**src/rtl/cpu_multicycle.sv**
```systemverilog
// Multicycle RV32I-subset core: FETCH/DECODE/EXEC/WB/HALT sequencing over an
// external word-addressed instruction memory, with an internal register file.
module cpu_multicycle #(
    parameter int DATA_WIDTH     = 32,
    parameter int PC_WIDTH       = 8,
    parameter int REG_ADDR_WIDTH = 5
) (
    input  logic                clk,
    input  logic                rst,
    output logic                imem_req,
    output logic [PC_WIDTH-1:0] imem_addr,
    input  logic [31:0]         imem_rdata,
    input  logic                imem_valid,
    output logic                retire,
    output logic [PC_WIDTH-1:0] pc_out,
    output logic                halted
);

    localparam int NUM_REGS = 2 ** REG_ADDR_WIDTH;
    localparam int SHAMT_W  = $clog2(DATA_WIDTH);

    localparam logic [6:0] OPC_OP     = 7'h33;
    localparam logic [6:0] OPC_IMM    = 7'h13;
    localparam logic [6:0] OPC_BRANCH = 7'h63;
    localparam logic [6:0] OPC_SYSTEM = 7'h73;

    typedef enum logic [2:0] {
        ST_FETCH  = 3'd0,
        ST_DECODE = 3'd1,
        ST_EXEC   = 3'd2,
        ST_WB     = 3'd3,
        ST_HALT   = 3'd4
    } state_t;

    state_t                    state_r;
    logic [PC_WIDTH-1:0]       pc_r;
    logic [31:0]               ir_r;
    logic [DATA_WIDTH-1:0]     rs1_val_r;
    logic [DATA_WIDTH-1:0]     rs2_val_r;
    logic [DATA_WIDTH-1:0]     result_r;
    logic                      wr_en_r;
    logic [PC_WIDTH-1:0]       next_pc_r;
    logic                      imem_req_r;
    logic [PC_WIDTH-1:0]       imem_addr_r;
    logic                      retire_r;
    logic                      halted_r;
    logic [DATA_WIDTH-1:0]     rf_r [NUM_REGS];

    logic [6:0]                opcode_s;
    logic [2:0]                funct3_s;
    logic [REG_ADDR_WIDTH-1:0] rs1_addr_s;
    logic [REG_ADDR_WIDTH-1:0] rs2_addr_s;
    logic [REG_ADDR_WIDTH-1:0] rd_addr_s;
    logic [DATA_WIDTH-1:0]     imm_i_s;
    logic [10:0]               br_off_raw_s;
    logic [PC_WIDTH-1:0]       br_off_s;
    logic [PC_WIDTH-1:0]       pc_inc_s;
    logic [PC_WIDTH-1:0]       br_tgt_s;
    logic [DATA_WIDTH-1:0]     op_b_s;
    logic [DATA_WIDTH-1:0]     alu_res_s;
    logic                      alu_ok_s;
    logic                      wr_en_s;
    logic [PC_WIDTH-1:0]       next_pc_s;
    logic                      halt_s;

    assign opcode_s   = ir_r[6:0];
    assign funct3_s   = ir_r[14:12];
    assign rs1_addr_s = ir_r[15 +: REG_ADDR_WIDTH];
    assign rs2_addr_s = ir_r[20 +: REG_ADDR_WIDTH];
    assign rd_addr_s  = ir_r[7 +: REG_ADDR_WIDTH];
    assign imm_i_s    = DATA_WIDTH'($signed(ir_r[31:20]));

    // B-immediate already divided by 4: its low two bits are dropped, not rounded.
    assign br_off_raw_s = {ir_r[31], ir_r[7], ir_r[30:25], ir_r[11:9]};
    assign br_off_s     = PC_WIDTH'($signed(br_off_raw_s));
    assign pc_inc_s     = pc_r + {{(PC_WIDTH-1){1'b0}}, 1'b1};
    assign br_tgt_s     = pc_r + br_off_s;

    assign imem_req  = imem_req_r;
    assign imem_addr = imem_addr_r;
    assign retire    = retire_r;
    assign pc_out    = pc_r;
    assign halted    = halted_r;

    // ALU: operand selection and funct3 decode shared by OP and OP-IMM.
    always_comb begin
        alu_res_s = {DATA_WIDTH{1'b0}};
        alu_ok_s  = 1'b0;
        if (opcode_s == OPC_IMM) begin
            op_b_s = imm_i_s;
        end else begin
            op_b_s = rs2_val_r;
        end
        case (funct3_s)
            3'b000: begin
                alu_ok_s = 1'b1;
                if ((opcode_s == OPC_OP) && ir_r[30]) begin
                    alu_res_s = rs1_val_r - op_b_s;
                end else begin
                    alu_res_s = rs1_val_r + op_b_s;
                end
            end
            3'b111: begin
                alu_ok_s  = 1'b1;
                alu_res_s = rs1_val_r & op_b_s;
            end
            3'b110: begin
                alu_ok_s  = 1'b1;
                alu_res_s = rs1_val_r | op_b_s;
            end
            3'b100: begin
                alu_ok_s  = 1'b1;
                alu_res_s = rs1_val_r ^ op_b_s;
            end
            3'b001: begin
                alu_ok_s  = 1'b1;
                alu_res_s = rs1_val_r << op_b_s[SHAMT_W-1:0];
            end
            3'b101: begin
                // SRAI encoding (OP-IMM with IR[30] set) is treated as a NOP.
                if ((opcode_s == OPC_IMM) && ir_r[30]) begin
                    alu_ok_s  = 1'b0;
                    alu_res_s = {DATA_WIDTH{1'b0}};
                end else begin
                    alu_ok_s  = 1'b1;
                    alu_res_s = rs1_val_r >> op_b_s[SHAMT_W-1:0];
                end
            end
            3'b010: begin
                alu_ok_s  = 1'b1;
                alu_res_s = {{(DATA_WIDTH-1){1'b0}}, ($signed(rs1_val_r) < $signed(op_b_s))};
            end
            default: begin
                alu_ok_s  = 1'b0;
                alu_res_s = {DATA_WIDTH{1'b0}};
            end
        endcase
    end

    // Instruction class decode: register write enable, next PC and halt request.
    always_comb begin
        wr_en_s   = 1'b0;
        next_pc_s = pc_inc_s;
        halt_s    = 1'b0;
        case (opcode_s)
            OPC_OP, OPC_IMM: begin
                wr_en_s = alu_ok_s;
            end
            OPC_BRANCH: begin
                case (funct3_s)
                    3'b000: begin
                        if (rs1_val_r == rs2_val_r) begin
                            next_pc_s = br_tgt_s;
                        end else begin
                            next_pc_s = pc_inc_s;
                        end
                    end
                    3'b001: begin
                        if (rs1_val_r != rs2_val_r) begin
                            next_pc_s = br_tgt_s;
                        end else begin
                            next_pc_s = pc_inc_s;
                        end
                    end
                    default: begin
                        next_pc_s = pc_inc_s;
                    end
                endcase
            end
            OPC_SYSTEM: begin
                halt_s = 1'b1;
            end
            default: begin
                wr_en_s   = 1'b0;
                next_pc_s = pc_inc_s;
            end
        endcase
    end

    // Main sequencer; all core outputs are registered here.
    always_ff @(posedge clk) begin
        if (rst) begin
            state_r     <= ST_FETCH;
            pc_r        <= {PC_WIDTH{1'b0}};
            ir_r        <= 32'h0000_0000;
            rs1_val_r   <= {DATA_WIDTH{1'b0}};
            rs2_val_r   <= {DATA_WIDTH{1'b0}};
            result_r    <= {DATA_WIDTH{1'b0}};
            wr_en_r     <= 1'b0;
            next_pc_r   <= {PC_WIDTH{1'b0}};
            imem_req_r  <= 1'b1;
            imem_addr_r <= {PC_WIDTH{1'b0}};
            retire_r    <= 1'b0;
            halted_r    <= 1'b0;
        end else begin
            case (state_r)
                ST_FETCH: begin
                    retire_r <= 1'b0;
                    if (imem_req_r && imem_valid) begin
                        ir_r       <= imem_rdata;
                        imem_req_r <= 1'b0;
                        state_r    <= ST_DECODE;
                    end else begin
                        imem_req_r  <= 1'b1;
                        imem_addr_r <= pc_r;
                    end
                end
                ST_DECODE: begin
                    rs1_val_r <= (rs1_addr_s == {REG_ADDR_WIDTH{1'b0}}) ? {DATA_WIDTH{1'b0}} : rf_r[rs1_addr_s];
                    rs2_val_r <= (rs2_addr_s == {REG_ADDR_WIDTH{1'b0}}) ? {DATA_WIDTH{1'b0}} : rf_r[rs2_addr_s];
                    state_r   <= ST_EXEC;
                end
                ST_EXEC: begin
                    result_r  <= alu_res_s;
                    wr_en_r   <= wr_en_s;
                    next_pc_r <= next_pc_s;
                    if (halt_s) begin
                        halted_r <= 1'b1;
                        state_r  <= ST_HALT;
                    end else begin
                        retire_r <= 1'b1;
                        state_r  <= ST_WB;
                    end
                end
                ST_WB: begin
                    pc_r        <= next_pc_r;
                    imem_addr_r <= next_pc_r;
                    imem_req_r  <= 1'b1;
                    retire_r    <= 1'b0;
                    wr_en_r     <= 1'b0;
                    state_r     <= ST_FETCH;
                end
                ST_HALT: begin
                    imem_req_r <= 1'b0;
                    retire_r   <= 1'b0;
                    halted_r   <= 1'b1;
                end
                default: begin
                    state_r    <= ST_FETCH;
                    imem_req_r <= 1'b1;
                    retire_r   <= 1'b0;
                    halted_r   <= 1'b0;
                end
            endcase
        end
    end

    // Register file write port; x0 is never written so it always reads zero.
    always_ff @(posedge clk) begin
        if (rst) begin
            for (int i = 0; i < NUM_REGS; i++) begin
                rf_r[i] <= {DATA_WIDTH{1'b0}};
            end
        end else if ((state_r == ST_WB) && wr_en_r && (rd_addr_s != {REG_ADDR_WIDTH{1'b0}})) begin
            rf_r[rd_addr_s] <= result_r;
        end
    end

endmodule

```
**config.mk**
```make
export PLATFORM = sky130hd
export DESIGN_NAME = cpu_multicycle
export DESIGN_NICKNAME = d
export VERILOG_FILES = /design/src/rtl/cpu_multicycle.sv
export SDC_FILE = /design/constraint.sdc
export NUM_CORES = 2
export LEC_CHECK = 0
export CAP_MARGIN = 0
export CELL_PAD_IN_SITES_DETAIL_PLACEMENT = 1
export CELL_PAD_IN_SITES_GLOBAL_PLACEMENT = 2
export CORE_MARGIN = 2
export CORE_UTILIZATION = 42
export CTS_CLUSTER_SIZE = 8
export DETAILED_ROUTE_END_ITERATION = 10
export PLACE_DENSITY = 0.85
export SYNTH_ARGS = -nofsm -noshare
export SYNTH_HDL_FRONTEND = slang
export SYNTH_SLANG_ARGS = --single-unit
```
**constraint.sdc**
```tcl
create_clock -name clk -period 4.6 [get_ports clk]
set_clock_uncertainty 0.2 [all_clocks]
set_input_delay 0.92 -clock clk [delete_from_list [all_inputs] [get_ports clk]]
set_output_delay 0.92 -clock clk [all_outputs]
set_load 0.02 [all_outputs]
```
[Word level (Yosys, flattened, before mapping)]
Memories as Yosys holds them, arrays and structs flattened. A register that Yosys moved wholly into a read port is not among the register bits.
Cells that the tools add are included.
Storage, ports and cells
  bits in latches: 0
  memory bits (writable): 1024
  bits in registers: 159
  ROM bits: 0
  input bits: 35
  word-level logic and storage cells: 106
  output and inout port bits: 19
  memories: 1
Cells by class
  muxes and demuxes: 38
  divide/modulo/power cells: 0
  shift operators: 2
  order comparisons: 1
  equality and inequality tests: 20
  reduce and logical (&&, ||, !) cells: 22
  bitwise operators: 6
  $mul: 0
  $add $sub $neg: 4
Memory list
  rf_r: depth 32, bits a word 32, read ports 2, clocked after Yosys merged registers in 2, write ports 32, RTL line 47  | logic [DATA_WIDTH-1:0] rf_r [NUM_REGS];
Operator list (number)
  32-bit one-hot mux with 7 select lines: 1
  32-bit 2-to-1 mux: 6
  32-bit adder: 1
  32-bit AND: 1
  32-bit == test: 1
  32-bit less-than comparator: 1
  8-bit 2-to-1 mux: 4
  32-bit != test: 1
  32-bit bitwise OR: 1
  8-bit one-hot mux with 2 select lines: 2
  32-bit OR reduction: 1
  32-bit by 5-bit << shifter with 32-bit output: 1
  32-bit by 5-bit right shift with 32-bit output: 1
  32-bit subtractor: 1
  32-bit bitwise XOR: 1
  5-bit 2-to-1 mux: 5
  3-bit == test, second input constant: 5
  7-bit == test, second input constant: 2
  1-bit 2-to-1 mux: 12
  3-bit one-hot mux with 4 select lines: 1
  5-bit logical NOT: 2
  2-bit AND reduction: 5
  3-bit by 2-bit == test with 1-bit output, second input constant: 3
  8-bit by 1-bit adder with 8-bit output, second input constant: 1
  other kinds (16): 33

[Longest topological paths before layout]
  depth after elaboration: 8
  mapped depth: 20
  gate-level depth less buffers: 16

[Least setup slack after synthesis]
OpenSTA, ideal clock, no wires.
  path kind: flip-flop to flip-flop
  from: register ir_r[0]
  to: register result_r[30]
  library setup time: 0.091 ns
  path slack: 0.050 ns
  data arrival time: 4.259 ns
  stages on the path, launching flop included: 20
  cell sequence: dfxtp_1 -> nor4bb_1 -> buf_4 -> nand2_2 -> mux2_2 -> buf_6 -> buf_2 -> buf_2 -> ha_1 -> fa_1 -> a211o_1 -> a211oi_1 -> nor2_1 -> a21oi_1 -> o311ai_1 -> o21ai_0 -> o211ai_1 -> mux2_2 -> nand2_1 -> a311oi_1
On the way
  cells in the longest elaborated chain, start to end: 5
  elaborated cells between the ends (all ways): 15
RTL lines
  from (decl): RTL line 37  | logic [31:0] ir_r;
  from (signal assigned): RTL line 200  | ir_r <= imem_rdata;
  7-bit by 5-bit == test with 1-bit output: RTL line 89, 121
  32-bit 2-to-1 mux: RTL line 89  | if (opcode_s == OPC_IMM) begin
  32-bit adder (tied with other cells): RTL line 100  | alu_res_s = rs1_val_r + op_b_s;
  32-bit 2-to-1 mux, on equally long branches: RTL line 97, 121
  32-bit one-hot mux with 7 select lines (*): RTL line 94  | case (funct3_s)
  to (signal assigned): RTL line 188  | result_r <= {DATA_WIDTH{1'b0}};
  to (signal assigned): RTL line 214  | result_r <= alu_res_s;
  to (decl): RTL line 40  | logic [DATA_WIDTH-1:0] result_r;
Mark *: on every way between the ends. The rest lies on a longest branch, timed or not.
A chain may end at the register's enable or synchronous reset.

[Worst setup path in the final report]
  from: register ir_r[1]
  to: register result_r[24]
The elaborated chain is that of the path after synthesis.

==> metrics.txt <==
drt pass-1 iters 6; main flop type after synthesis edfxtp_1; Tmin final 4.47 ns; P per Cell Area approximately 370 nW/um^2; Synth Instances 5346; fin crit share 97.2%; # Max-Cap Violations 0; Yosys cell types about 100; area of the mapped netlist 69500 um^2; leakage 27.9 nW; Die Area 169000 um^2; Worst-Skew Late Latency 0.82 ns; initial core utilization 42.2%; Crit Path Max Fanout 3; Sink Count around 1200; row cnt 149; critical path capture point type flip-flop; routed wire length on met3 29200 um; M1 wire length between 100000 and 150000 um; Peak VDD IR 414 uV; crit start category flip-flop; slew margin rel. 10.1%; DR iter-0 viols 7133; Worst-path clk slew 0.06 ns; WL met2 between 100000 and 150000 um; die height 411 um; RSZ-0062 raised after global routing true; Final Slew Violations 0; H-tree Lvls 4; Port Buffer Count 53; Seq cells post-synth 1193; Syn Area/Cell roughly 13 um^2; average vias per placed instance 6.65; EDFF count, synth 1024; layout cells sized above 1 24.3%; Layout Utilization 48.0%; Final Non-Filler Cells 7672; Setup violations, final 0; I/O pin count 54; CP Data Required Time 5.09 ns; power after layout 29.2 mW; post-CTS setup buffers 0; crit path DAT 4.96 ns; most common cell after layout, fill and taps aside edfxtp_1; Total GRT Usage about a third; max layer used met5; register area about 34000 um^2; CTS buffer count between 150 and 200; largest net degree at the start of global routing 130; Worst-Margin Slew 1.35 ns; multi-input logic area 33400 um^2; placed insts approximately 7400; CTS tree yes; Setup CP Type flip-flop to flip-flop; status complete, no violations; nets@finish 5557; number of global-route vias before repair 52700; core area 165000 um^2; highest clock rate ~0.22 GHz; Fillers 16400; initial antenna violation count 27; final hold slack 0.246 ns; commonest cells after routing, fill and taps aside edfxtp_1, and2_1, mux4_2; clk buf depth 3; Avg WL per Cell 36.4 um; Final Hold Fails 0; Async S/R FF share, synth 0%; Post-DRT Antenna Nets 0; RePlAce Congestion 0.993; hpwl dp about 180000 um; DRC Markers 0; vias after detailed routing 51000; Die W between 400 and 500 um; yosys warns 0; first-pass GRT wire length ~390000 um; Routed WL 279000 um; GRT overflow 0; sequential area share after synthesis 49.1%; root buf cell clkbuf_16; Syn-to-layout area delta 13.7%; Worst Hold Class input port to flip-flop
==> flip-flops by register name, indices dropped and copies added (netlist names), named ones only <==
name,cells
halted,1
imem_addr,8
imem_req,1
ir_r,32
next_pc_r,8
pc_out,8
result_r,32
retire,1
rf_r,1024
rs1_val_r,32
rs2_val_r,32
state_r,3
wr_en_r,1
==> where the power goes <==
group / internal (mW) / switching (mW)
logic: 2.02 / 3.05
registers: 12.1 / 0.421
clock network: 6.74 / 4.83
total: 20.9 / 8.30
==> per-stage QoR <==
step | area [um^2] | TNS [ns] | setup slack, ns
2_1_floorplan | 69700 | 0 | 0.0499
3_3_place_gp | 74300 | -0.0443 | -0.0443
3_5_place_dp | 74300 | -0.376 | -0.192
4_1_cts | 79000 | 0 | 0.0474
5_1_grt | 79000 | -0.0440 | -0.0232
6_report | 79100 | 0 | 0.130
==> Yosys cell counts, types with 10 or more instances <==
master	instances	area (um^2)
nor4_1	10	62.6
a21o_1	47	353
mux2_2	21	236
or2_2	39	244
a22oi_1	13	97.6
nor3_1	38	190
o21a_1	12	90.1
nand2b_1	13	81.3
nand4_1	13	81.3
nand3_1	39	195
a31oi_1	21	131
o221ai_1	11	96.3
a311oi_1	10	87.6
mux4_2	645	14500
clkbuf_1	408	1530
edfxtp_1	1024	30700
nand2_1	284	1070
inv_1	97	364
buf_1	72	270
and3_1	11	68.8
o211ai_1	36	270
a221oi_1	20	175
xor2_1	12	105
and2_1	1002	6270
a211oi_1	50	375
nor2b_1	10	62.6
o21bai_1	21	158
ha_1	99	1240
o21ai_1	15	75.1
dfxtp_1	169	3380
xnor2_1	67	587
buf_2	22	110
a21oi_1	228	1140
mux2i_1	178	1780
o21ai_0	111	556
o31ai_1	12	90.1
nor2_1	296	1110
==> layout make-up <==
class	instances	area share (%)
flip-flops and latches	1193	43.2
clock inverters	16	0.298
inverters	101	0.483
repair buffers	392	4.61
multi-input cells	3564	42.3
well taps	2189	3.46
clock buffers	209	5.62
diodes	8	0.0253
==> worst max-delay path, cell delays in order, from the launching register on <==
cell      delay (ns)
dfxtp_1         0.36
nor4bb_4        0.39
nand2_2         0.13
mux2_2          0.31
ha_1            0.22
fa_1            0.46
a211o_1         0.36
a211oi_2        0.25
nor2_1          0.14
a21oi_2         0.28
o311ai_4        0.15
buf_4           0.17
o21ai_0         0.14
nand2b_1        0.13
a31o_2          0.27
a221oi_1        0.26
o211ai_1        0.13
==> path summary, 6_finish.rpt <==
kind / slack, ns / from / end / cells past startpoint
worst max-delay path: 0.13 / ir_r[1] / result_r[24] / 16
worst min-delay path: 0.25 / rst / ir_r[13] / 2
worst max register to register: 0.13 / ir_r[1] / result_r[24] / 16
worst min register to register: 0.26 / next_pc_r[3] / next_pc_r[3] / 2
==> timing repair <==
action | in CTS | in global routing
pin swaps | 0 | 3
hold buffers | 0 | 0
gates resized for setup | 4 | 17
endpoints found under the setup margin | 5 | 17
==> logic make-up after synthesis <==
logic type	count (synthesis)	synth area share [%]
compound gates	710	6.66
xor+xnor	79	0.995
fa+ha+maj	101	1.84
buf+inv	620	3.54
flops	1193	49.1
mux	846	23.8
other cells	1	0.00539
simple gates	1796	14.0
==> routing by layer <==
layer,GRT usage (%),vias to the layer above
met1,41.6,26500
met4,20.5,6
met5,0,-
met3,6.90,848
met2,51.3,3459
li1,-,20200
(Power assumes the default switching activity.)
